<file path="config.mk">
export PLATFORM = sky130hd
export DESIGN_NAME = mult_share_scheduler
export DESIGN_NICKNAME = d
export VERILOG_FILES = /design/src/rtl/mult_share_scheduler.sv
export SDC_FILE = /design/constraint.sdc
export NUM_CORES = 1
export LEC_CHECK = 0
export CAP_MARGIN = 20
export CORE_UTILIZATION = 44
export DETAILED_ROUTE_END_ITERATION = 8
export GPL_ROUTABILITY_DRIVEN = 0
export PLACE_DENSITY_LB_ADDON = 0.15
export SYNTH_ARGS = -nofsm -noshare
export SYNTH_HDL_FRONTEND = slang
export SYNTH_SLANG_ARGS = --single-unit
</file>
<file path="constraint.sdc">
create_clock -name CLK -period 3.88 [get_ports CLK]
set_clock_uncertainty 0.2 [all_clocks]
set_input_delay 0.97 -clock CLK [delete_from_list [all_inputs] [get_ports CLK]]
set_output_delay 0.97 -clock CLK [all_outputs]
set_load 0.03 [all_outputs]
</file>
<file path="src/rtl/mult_share_scheduler.sv">
// mult_share_scheduler: lets NREQ requesters take turns on one multi-cycle
// multiplier. Round-robin grant, operand capture, one-cycle start pulse,
// completion on a rising edge of the operator's ready, and a watchdog
// that resets a hung operator and reports the lost operation as an error.
module mult_share_scheduler #(
    parameter int BW   = 16,
    parameter int NREQ = 4,
    parameter int TMO  = 64
) (
    input  logic              CLK,
    input  logic              RST,
    input  logic [NREQ-1:0]   REQ,
    input  logic [NREQ*BW-1:0] A_IN,
    input  logic [NREQ*BW-1:0] B_IN,
    output logic [NREQ-1:0]   GNT,
    output logic [NREQ-1:0]   DONE,
    output logic              ERR,
    output logic [BW-1:0]     RES_OUT,
    output logic              BUSY,
    output logic              OP_ST,
    output logic              OP_RST,
    input  logic              OP_RD,
    input  logic [BW-1:0]     OP_RES,
    output logic [BW-1:0]     OP_IN0,
    output logic [BW-1:0]     OP_IN1
);

    localparam int PW = (NREQ > 1) ? $clog2(NREQ) : 1;
    localparam int TW = $clog2(TMO);

    typedef enum logic [2:0] {
        IDLE,
        ISSUE,
        WAIT,
        FIN,
        RECOVER
    } state_t;

    state_t          state;
    state_t          nextState;
    logic [PW-1:0]   ptr;
    logic [PW-1:0]   grantIdx;
    logic [PW-1:0]   winIdx;
    logic            anyReq;
    logic [TW-1:0]   timer;
    logic            rdPrev;
    logic            rdRise;
    logic            timeUp;
    logic [NREQ-1:0] gnt;
    logic [BW-1:0]   resOut;
    logic [BW-1:0]   opIn0;
    logic [BW-1:0]   opIn1;

    // A ready that is already high when the operation is issued must not count,
    // so completion is only ever a 0->1 transition seen while waiting.
    assign rdRise = OP_RD & ~rdPrev;
    assign timeUp = (timer == TW'(TMO - 1));

    // Round-robin search starting just after the last served requester;
    // scanning from the far end lets the nearest candidate overwrite the rest.
    always_comb begin
        anyReq = 1'b0;
        winIdx = '0;
        for (int k = NREQ; k >= 1; k--) begin
            if (REQ[PW'((int'(ptr) + k) % NREQ)]) begin
                anyReq = 1'b1;
                winIdx = PW'((int'(ptr) + k) % NREQ);
            end
        end
    end

    // State register; reset abandons any operation in flight.
    always_ff @(posedge CLK or negedge RST) begin
        if (!RST) begin
            state <= IDLE;
        end else begin
            state <= nextState;
        end
    end

    // Next-state decision; a ready edge on the final wait cycle beats the timeout.
    always_comb begin
        nextState = state;
        case (state)
            IDLE:    if (anyReq) nextState = ISSUE;
            ISSUE:   nextState = WAIT;
            WAIT: begin
                if (rdRise) begin
                    nextState = FIN;
                end else if (timeUp) begin
                    nextState = RECOVER;
                end
            end
            FIN:     nextState = IDLE;
            RECOVER: nextState = IDLE;
            default: nextState = IDLE;
        endcase
    end

    // Grant, operand capture, wait timer, ready history, result and pointer.
    always_ff @(posedge CLK or negedge RST) begin
        if (!RST) begin
            gnt      <= '0;
            grantIdx <= '0;
            ptr      <= PW'(NREQ - 1);
            opIn0    <= '0;
            opIn1    <= '0;
            timer    <= '0;
            rdPrev   <= 1'b1;
            resOut   <= '0;
        end else begin
            case (state)
                IDLE: begin
                    if (anyReq) begin
                        gnt      <= NREQ'(1) << winIdx;
                        grantIdx <= winIdx;
                        opIn0    <= A_IN[winIdx*BW +: BW];
                        opIn1    <= B_IN[winIdx*BW +: BW];
                    end
                end
                ISSUE: begin
                    timer  <= '0;
                    rdPrev <= OP_RD;
                end
                WAIT: begin
                    rdPrev <= OP_RD;
                    if (rdRise) begin
                        resOut <= OP_RES;
                    end else if (timeUp) begin
                        resOut <= '0;
                    end else begin
                        timer <= timer + TW'(1);
                    end
                end
                FIN, RECOVER: begin
                    gnt <= '0;
                    ptr <= grantIdx;
                end
                default: begin
                    gnt <= '0;
                end
            endcase
        end
    end

    // Per-state outputs; the operator is held in reset for as long as we are.
    always_comb begin
        OP_ST  = (state == ISSUE);
        BUSY   = (state != IDLE);
        DONE   = ((state == FIN) || (state == RECOVER)) ? gnt : '0;
        ERR    = (state == RECOVER);
        OP_RST = !RST || (state == RECOVER);
    end

    assign GNT     = gnt;
    assign RES_OUT = resOut;
    assign OP_IN0  = opIn0;
    assign OP_IN1  = opIn1;

endmodule

</file>
After elaboration in Yosys (flattened, before gate mapping)
Index checks and enable logic that the tools add are counted.
- latch bits: 0
- memories: 0
- memory bits (read-only): 0
- register bits: 66
- bits in writable memories: 0
- output and inout port bits: 60
- bits of input ports: 151
- word-level logic and storage cells: 79
- multiply operators: 0
- $add $sub $neg: 5
- multiplexer cells: 32
- divide/modulo/power cells: 0
- order comparisons: 4
- equal/unequal tests: 9
- shift operators: 3
- bitwise operators: 3
- reduce and logical (&&, ||, !) cells: 14
- operators by type and width (kind ; number):
    $shiftx A64 B7 Y16 ; 2
    $mux W16 ; 2
    $lt A2 B4 Y1 const B ; 4
    $mux W1 ; 12
    $mux W6 ; 2
    $pmux W6 S2 ; 1
    $mux W3 ; 3
    $pmux W3 S3 ; 1
    $bmux W1 S2 ; 4
    $mux W2 ; 4
    $mux W4 ; 2
    $pmux W4 S2 ; 1
    $reduce_and A2 Y1 ; 4
    $add A6 B1 Y6 const B ; 1
    $eq A3 B2 Y1 const B ; 2
    $eq A6 B6 Y1 const B ; 1
    $ne A2 B2 Y1 const B ; 3
    $add A2 B1 Y2 const B ; 2
    $add A2 B2 Y2 const B ; 2
    $reduce_bool A2 Y1 ; 2
    $reduce_or A2 Y1 ; 2
    $shl A1 B2 Y4 const A ; 1
    $eq A3 B1 Y1 const B ; 1
    $eq A3 B3 Y1 const B ; 1
    8 further kinds ; 10

Logic depth before layout (Yosys ltp)
Gate-level depths: netlist (run 1).
- word-level depth: 11
- gate-level depth with buffers: 9
- mapped depth without buffers: 6

Least setup slack after synthesis (run 1)
OpenSTA, ideal clock, no wires.
- path kind: flip-flop to output port
- from: reg state[1]
- to: out DONE[0]
- path slack: 1300 ps
- stages on the path, launching flop included: 5
- data arrival time: 1410 ps
- path through: dfrtp_1 -> buf_1 -> nand2_1 -> o21ai_0 -> and2_1
- word-level cells in the longest chain between the ends: 3
- elaborated cells between the ends (all ways): 4
- ends and longest elaborated chain (item ; line ; source):
    start: declaration ; 39 ; state_t state;
    start signal: assignment ; 77 ; state <= nextState;
    $eq A3 B2 Y1 or $eq A3 B3 Y1 (tied branches) ; 150 ; DONE = ((state == FIN) || (state == RECOVER)) ? gnt : '0;
    $logic_or A1 B1 Y1 * ; 150 ;
    $mux W4 * ; 150 ;
    end: declaration ; 16 ; output logic [NREQ-1:0] DONE,
Mark *: on every way between the ends. The rest lies on a longest branch, timed or not.

Final worst setup path (run 1)
- from: reg state[0]
- to: out DONE[1]
Same word-level chain as after synthesis.

==> results of run 1 <==
[per-stage QoR]
step,util [%],std cells,total power [W]
2_1_floorplan,-,404,0.003203
3_3_place_gp,68.88,699,0.004143
3_5_place_dp,68.88,699,0.004233
4_1_cts,71.25,715,0.004883
5_1_grt,71.25,715,0.005133
6_report,71.25,715,0.004849
[worst paths after layout]
path                               endpoint  slack [ps]  cells past startpoint
worst max-delay path                DONE[1]         440                      6
max in group asynchronous        RES_OUT[7]        2280                      2
worst max register to register   OP_IN0[11]        1070                      5
worst min-delay path            grantIdx[0]         300                      2
min in group asynchronous         OP_IN0[2]         650                      2
worst min register to register  grantIdx[0]         300                      2
[critical path: stages (launching register included)]
cell and delay [ps]:
dfrtp_1 590, nor2_1 170, nand2_1 90, o21ai_0 100, buf_4 170, and2_1 130, clkdlybuf4s50_1 670
[logic make-up after synthesis]
kind of cell	count (synthesis)
muxes	69
adders and majority gates	1
AOI/OAI and AO/OA	78
xor gates and xnor gates	2
and+or+nand+nor	146
DFF	66
buffers and inverters	42
[power breakdown]
group          total (W)  leakage [nW]  internal [W]  switching (W)
Combinational    0.00299          1.72       0.00133        0.00165
Sequential       0.00123         0.786       0.00101       0.000216
Clock           0.000636         0.105      0.000360       0.000276
[sequential cells by signal, summed over array words and instances (netlist names)]
register  cells
OP_IN1       16
ptr           2
grantIdx      2
timer         6
RES_OUT      16
OP_IN0       16
state         3
rdPrev        1
GNT           4
[cell type report]
| type | instances | area share, % |
|---|---|---|
| Inverter | 5 | 0.2864 |
| Multi-Input combinational cell | 296 | 35.17 |
| Tap cell | 111 | 2.120 |
| Clock inverter | 7 | 1.432 |
| Sequential cell | 66 | 25.26 |
| Timing Repair Buffer | 221 | 33.84 |
| Clock buffer | 9 | 1.890 |
[placed cells by master, fill, tap and decap left out, types with 3 or more instances in the layout]
master	n
a22o_1	18
a211oi_2	27
dfstp_2	3
o311ai_2	4
nor3_2	7
a21oi_1	6
nor3_1	51
clkdlybuf4s50_1	209
mux2_2	35
buf_4	8
nand2_1	16
dfrtp_1	63
clkbuf_8	9
nor2_1	34
nand2b_1	7
o22ai_1	3
buf_12	3
mux2i_1	34
o21ai_0	5
and2_1	4
nand3_1	11
inv_1	5
nor2b_1	4
[routing by layer]
layer / GRT usage (%) / part of all wire (%)
met1: 30.98 / 42
met2: 42.52 / 49
met3: 5.130 / 6.9
met4: 10.63 / 2.5
met5: 0 / 0
==> reports/qor.yml, run 1 <==
clock_network:
  cts.sinks: 66
  cts_root_buf: "clkbuf_8"
  post-cts-setup-buffers: 0
  clkSlewWorstSetupHoldPaths_ps: 80
  cts_tree: "done"
  hold_buffers: 0
  cts_made_buffers: 9
  htree_levels: 3
  clk_latency_ps: 350
  clk_path_buf_depth: 2
  cts_resized: 0
worst_setup_path:
  cp.required_ps: 2710
  cp.arrival_ps: 2270
  cp-startpoint: "state[0]"
  worst_setup_path_start_kind: "flop"
  path_class: "reg2out"
  r2r_start: "state[0]"
  path_max_fanout: 19
  endpoint_kind: "output pin"
cells_and_area:
  multi_input_area_um2: 2305
  design_area_um2: 6553
  n_antenna_cell: 0
  ff_latch_area_um2: 1655
  nFillCells: 710
  synthToLayoutAreaGrowth_pct: 57.36
  nets: 751
  drive_above_1_share_pct: 18.54
route:
  vias: 3874
  dr.first_iter.drc_count: 155
  routed_wl_mm: 12.28
  drt_pre_antenna_iters: 4
  drc_errors: 0
  antenna_left: 0
  wire_per_inst_um: 17.18
  vias_per_cell: 5.418
sta:
  min_period_ps: 3438
  worstMarginPinSlew_ps: 944.2
  setup_violations: 0
  fin_crit_sh_pct: 88.60
  final.setup.tns_ps: 0
  worst_slack_ps: 442.1
  max_freq_ghz: 0.2909
  finalHoldViolCount: 0
  rsz0062_at_grt: "no"
  drv_slew: 0
  holdWs_ps: 298.6
  slew_headroom_pct: 36.90
grt:
  grt-ovfl-total: 0
  grt_first_pass_wirelength_mm: 19.34
  grt_pass1_vias: 3858
  grt.total_usage_pct: 25.03
  grt_max_degree: 67
  antenna_found_initial: 0
die:
  top_level_ports: 211
  initial_core_util_pct: 45.28
  rows: 35
  fp.dieArea_um2: 9857
  fp.coreArea_um2: 9196
  die_x_um: 99.28
  die_h_um: 99.28
synth:
  synth_adder_area_share_pct: 0.3005
  synth_top_area_cell: "dfrtp_1"
  ys_seq_area_share_pct: 39.75
  synthSimpleGateAreaFrac_pct: 18.09
  ys_ff_latch: 66
  synth_compound_area_share_pct: 18.39
  synth_mux_area_share_pct: 17.64
  synth.distinct_cells: 51
  synth_area_um2: 4164
  synth_ff_type: "dfrtp_1"
  avgSynthCellArea_um2: 10.31
  yosys-top-cells-count: "63 x dfrtp_1, 52 x nor3_1, 35 x mux2_2, 35 x nor2_1, 34 x mux2i_1"
  synth_top_area_share_pct: 37.86
  synth_async_sr_flop_share_pct: 100.0
  synth_xor_area_share_pct: 0.4207
  syn_nets: 556
  yosysWarnings: 0
  ys_top_cells_by_area: "dfrtp_1 38%, mux2_2 9.5%, mux2i_1 8.2%, a211oi_2 8.1%, nor3_1 6.3%"
  synth_top_family_by_area: "compound AO/OA/AOI/OAI gates"
  synth_most_common_cell: "dfrtp_1"
  synth_cells: 404
  synth_edf_count: 0
power:
  peakVddDrop_mv: 0.4032
  powerDensity_nw_per_um2: 739.9
  leakagePower_nw: 2.613
placed_design:
  port_buffers: 210
  place_area_um2: 6335
  detailed_place_hpwl_mm: 9.159
  pre_cts_ws_ps: 432.1
hold_path:
  hold_path.class: "reg2reg"
  hp-start: "grantIdx[0]"
job:
  drv_cap: 0
status:
  outcome: "finished clean"
(Power assumes the default switching activity.)
==> run 2, diff against run 1 <==
CTS_CLUSTER_SIZE = 20   (was not set)
==> results of run 2 <==
Same layout as run 1: the final DEF is identical, and so are final timing and power.
==> variant 1: new RTL, config.mk and constraints of run 1 <==
Encoding of `state_t`: now one-hot (5 bits for 5 states).
--- a/src/rtl/mult_share_scheduler.sv
+++ b/src/rtl/mult_share_scheduler.sv
@@ -28,12 +28,12 @@
     localparam int PW = (NREQ > 1) ? $clog2(NREQ) : 1;
     localparam int TW = $clog2(TMO);
 
-    typedef enum logic [2:0] {
-        IDLE,
-        ISSUE,
-        WAIT,
-        FIN,
-        RECOVER
+    typedef enum logic [4:0] {
+        IDLE    = 5'b00001,
+        ISSUE   = 5'b00010,
+        WAIT    = 5'b00100,
+        FIN     = 5'b01000,
+        RECOVER = 5'b10000
     } state_t;
 
     state_t          state;
Function: no difference found for any inputs over 4 cycles, from zero or initial values and one cycle with RST low; so few cycles prove little.
==> variant 1 against run 1 <==
  * Worst setup slack lost 0.068 ns
  * Cell area shrank 6.3%
  * Clock power grew 2%
  * Fmax shrank 1.9%
  * Sequential cell count grew 2
  * Wire length grew 4.7%
  * Synthesized area shrank 9.8%
  * Count of clock-buffer cells in the layout grew 1
  * Total power shrank 8.2%
  * Via count grew 5.1%
  * Critical path type unchanged
  * Highest routed layer unchanged
==> variant 1: results (changes against run 1) <==
[outcome]
status = complete, no violations  ; unchanged

[grt]
antenna_found_initial = 0  ; unchanged
grt_pass1_wl_um = 19710  ; was 19340 um
grt_util_all_layers_pct = 29.22  ; was 25.03%
grt_max_degree = 69  ; was 67

[synthesis]
yosys_warnings = 0  ; unchanged
synth_common_cells = 64 x dfrtp_1, 48 x nor2_1, 40 x nand3_1  ; was 63 x dfrtp_1, 52 x nor3_1, 35 x mux2_2, 35 x nor2_1, 34 x mux2i_1
yosysSeqAreaShare_pct = 45.44  ; was 39.75%
syn_inst = 408  ; was 404
syn_nets = 560  ; was 556
yosys-top-cells-area = dfrtp_1 43%, a21o_1 6.6%, a22oi_1 6.4%  ; was dfrtp_1 38%, mux2_2 9.5%, mux2i_1 8.2%
synthDistinctLibCells = 46  ; was 51

[placement]
dpl.cell_count = 699  ; unchanged
dp_hpwl_um = 9324  ; was 9159 um
port_buffers = 210  ; unchanged
dpl_cell_area_um2 = 5908  ; was 6335 um2

[critical_path]
crit_fanout = 5  ; was 19
cp-start-kind = flop  ; unchanged
timing.rr.start = ptr[1]  ; was state[0]
setup.worst_path.start = state[4]  ; was state[0]

[drt]
routed_via_density = 5.689  ; was 5.418
drt-initial-drc-count = 205  ; was 155
wire_per_inst_um = 17.95  ; was 17.18 um
vias = 4073  ; was 3874
first_pass_iters = 5  ; was 4

[clock_network]
h-tree-depth = 3  ; unchanged
post_cts_buffers = 0  ; unchanged
clk_latency_ns = 0.33  ; was 0.35 ns
cts_buffer_depth = 2  ; unchanged
cts_resized = 0  ; unchanged

[power]
p_leak_nw = 2.442  ; was 2.613 nW
ir_drop_v = 0.0003831  ; was 0.0004032 V

[final_layout]
fin_nets = 758  ; was 751
drive_gt1_share_pct = 7.201  ; was 18.54%
fill_cells = 641  ; was 710
diodes = 0  ; unchanged

[min_path]
hold_start = RES_OUT[11]  ; was grantIdx[0]

[timing]
worstMarginPinSlew_ns = 0.8634  ; was 0.9442 ns

[variant 1: changes by cell type after synthesis, sizes merged, moves of 9 or more]
cell / change
nand2: -9
a21o: +32
a22oi: +31
a211oi: -28
nand3: +29
clkbuf: +15
nor3: -53
mux2: -32
a31oi: +30
buf: -17
nor2: +13
mux2i: -33
o21ai: +32
[variant 1: power by group]
| group | internal [mW] | total [mW] | switching, mW |
|---|---|---|---|
| clock | 0.379 | 0.649 | 0.270 |
| sequential | 1.05 | 1.27 | 0.220 |
| combinational | 1.08 | 2.53 | 1.46 |
| total | 2.51 | 4.45 | 1.95 |
[variant 1: worst max-delay path, delay by kind of cell (launching register included)]
kind                   cells  cell delay, ns
AND/OR/NAND/NOR            2            0.53
XOR/XNOR                   1            0.15
flip-flops                 1            0.43
buffers and inverters      2            0.89
[variant 1: path summary, 6_finish.rpt]
check / to / slack [ns] / depth (start not counted)
worst max-delay path: DONE[3] / 0.37 / 5
worst max register to register: OP_IN1[11] / 1.51 / 6
min in group asynchronous: timer[3] / 0.64 / 2
worst min register to register: RES_OUT[11] / 0.31 / 1
worst min-delay path: RES_OUT[11] / 0.31 / 1
max in group asynchronous: RES_OUT[4] / 2.27 / 2
[variant 1: stage by stage]
step / worst slack [ns] / hold slack [ns] / util (%)
floorplan: 1.328 / 0.2493 / -
global placement: 0.2882 / 0.2691 / 71.36
detailed placement: 0.4674 / 0.2924 / 71.55
CTS: 0.3310 / 0.3116 / 74.27
global route: 0.1247 / 0.3234 / 74.36
finish: 0.3740 / 0.3058 / 74.36
[variant 1: cells by family (layout without fill, tap and decap cells)]
family                   Yosys count  count (layout)  synth area share (%)
multiplexers                       4               4                 1.166
AO/OA/AOI/OAI                    172             172                 31.61
adder cells (fa/ha/maj)            1               1                0.3331
AND/OR/NAND/NOR                  119             119                 14.92
XOR/XNOR                           6               6                 1.399
buffers and inverters             38             241                 5.130
flip-flops                        68              68                 45.44
[variant 1: layout make-up]
cell class	count	area [um2]	area share, %
sequential	68	1707	27.79
tap	105	131.4	2.139
timing repair buffer	222	2195	35.74
multi-input combinational	302	1872	30.48
inverter	3	11.26	0.1834
clock inverter	6	87.58	1.426
clock buffer	10	137.6	2.241
[variant 1: layer usage]
layer | vias to the layer above | global-route usage, % | part of all wire (%) | wire length, um
li1 | 1916 | - | - | -
met1 | 1952 | 33.40 | 39 | 4963
met2 | 170 | 50.18 | 51 | 6533
met3 | 35 | 7.649 | 6.6 | 851
met4 | 0 | 15.00 | 3.9 | 505
met5 | - | 0 | 0 | 0
==> variant 2: new RTL, settings of run 1 <==
Made on the original files. The parameter `TMO` goes from 64 to 128.
--- a/src/rtl/mult_share_scheduler.sv
+++ b/src/rtl/mult_share_scheduler.sv
@@ -5,7 +5,7 @@
 module mult_share_scheduler #(
     parameter int BW   = 16,
     parameter int NREQ = 4,
-    parameter int TMO  = 64
+    parameter int TMO  = 128
 ) (
     input  logic              CLK,
     input  logic              RST,
Check against the original RTL: no difference found for any inputs over 4 cycles, from zero or initial values and one cycle with RST low; that may be too few to reach the edited logic, so the function may still have changed.
==> variant 2 against run 1 <==
  * Total power fell by 4.7%
  * Non-clock buffer count fell by 2
  * Critical endpoint unchanged
  * Wire length fell by 3.2%
  * Worst setup slack got worse by 0.053 ns
  * Via count fell by 2.2%
  * Cell area fell by 3.1%
  * Sequential cell count rose by 1
  * Synthesized area fell by 5.1%
==> variant 2: results (changes against run 1) <==
[drt]
routed_via_density = 5.681  ; was 5.418
wl_met1_um = 4878  ; was 5109 um
route.met3.wl_um = 725  ; was 842 um
top_layer_used = met4  ; unchanged
routed_wl_um = 11890  ; was 12280 um
first_pass_iters = 4  ; unchanged
wl_met2_um = 5968  ; was 6027 um
drt-initial-drc-count = 140  ; was 155

[clock_network]
cts_buffers = 9  ; unchanged
h-tree-depth = 3  ; unchanged
cts_buffer_depth = 2  ; unchanged
root_buffer = clkbuf_8  ; unchanged
post_cts_buffers = 0  ; unchanged
clk_latency_ns = 0.34
clk_pin_slew_ns = 0.08  ; about the same
cts_resized = 0  ; unchanged

[final_layout]
drive_gt1_share_pct = 17.71  ; was 18.54%
fin_nets = 706  ; was 751
diodes = 0  ; unchanged
fill_cells = 658  ; was 710

[synthesis]
yosys-top-cells-area = dfrtp_1 41%, mux2_2 10%, mux2i_1 8.6%  ; was dfrtp_1 38%, mux2_2 9.5%, mux2i_1 8.2%
syn_nets = 507  ; was 556
yosys_warnings = 0  ; unchanged
synthArstFlopShare_pct = 100.0  ; unchanged
synth_common_cells = 64 x dfrtp_1, 39 x nand3_1, 36 x mux2_2  ; was 63 x dfrtp_1, 52 x nor3_1, 35 x mux2_2, 35 x nor2_1, 34 x mux2i_1
synthDistinctLibCells = 39  ; was 51
yosysSeqAreaShare_pct = 42.53  ; was 39.75%

[power]
ir_drop_v = 0.0005255  ; was 0.0004032 V
p_leak_nw = 2.588  ; was 2.613 nW

[outcome]
status = complete, no violations  ; unchanged

[grt]
grt_pass1_vias = 3996  ; was 3858
grt_pass1_wl_um = 19820  ; was 19340 um
grt_max_degree = 70  ; was 67
grt_util_all_layers_pct = 26.29  ; was 25.03%
antenna_found_initial = 0  ; unchanged

[critical_path]
slowest_stage = clkdlybuf4s50_1  ; unchanged
crit_fanout = 6  ; was 19
worst_ep_arrival_time_ns = 2.32  ; was 2.27 ns
cp_slowest_stage_delay_ns = 0.69  ; was 0.67 ns

[placement]
dp_hpwl_um = 8360  ; was 9159 um
dp_slack_ns = 0.4066  ; was 0.4321 ns
port_buffers = 210  ; unchanged

[timing]
worstMarginPinSlew_ns = 0.8705  ; was 0.9442 ns

[min_path]
hp-class = flop to flop  ; unchanged

variant 2: cell families after synthesis:
| logic type | after synthesis | share of synthesized area, % |
|---|---|---|
| AOI/OAI and AO/OA | 63 | 14.47 |
| xor gates and xnor gates | 3 | 0.6651 |
| adders and majority gates | 1 | 0.3166 |
| buffers and inverters | 33 | 4.465 |
| DFF | 67 | 42.53 |
| muxes | 70 | 18.87 |
| and+or+nand+nor | 118 | 18.68 |
variant 2: cell type report:
type | instances | area share (%)
clock buffer | 10 | 2.167
clock inverter | 6 | 1.005
inverter | 2 | 0.1182
multi-input combinational | 255 | 33.45
sequential | 67 | 26.46
tap | 108 | 2.128
timing repair buffer | 219 | 34.67
variant 2: path summary, 6_finish.rpt:
kind                       slack, ns  cells after the start         from          end
setup / recovery                0.39                      4     state[0]      DONE[1]
hold / removal                  0.27                      2  grantIdx[0]  grantIdx[0]
setup reg to reg                1.40                      6       ptr[1]    OP_IN0[3]
hold reg to reg                 0.27                      2  grantIdx[0]  grantIdx[0]
max in group asynchronous       2.27                      2          RST   RES_OUT[6]
min in group asynchronous       0.62                      2          RST     timer[5]
variant 2: worst max-delay path: cells and delay by family (launching register included):
family	cells	cell delay, ns
buffers and inverters	1	0.69
AO/OA/AOI/OAI	1	0.55
flip-flops	1	0.42
AND/OR/NAND/NOR	2	0.31
variant 2: per-layer routing:
layer / vias to the layer above / track usage [%]
met1: 1857 / 32.57
met3: 25 / 6.720
li1: 1751 / -
met2: 156 / 43.55
met4: 0 / 10.91
met5: - / 0
variant 2: metrics by stage:
step                cells  instance area, um2
finish                667                6351
global route          667                6351
CTS                   666                6344
detailed placement    650                6142
global placement      650                6142
floorplan             355                3951
variant 2: where the power goes:
group | switching (mW) | internal [mW]
Combinational | 1.53 | 1.27
Clock | 0.284 | 0.314
Sequential | 0.201 | 1.02
Total | 2.01 | 2.61
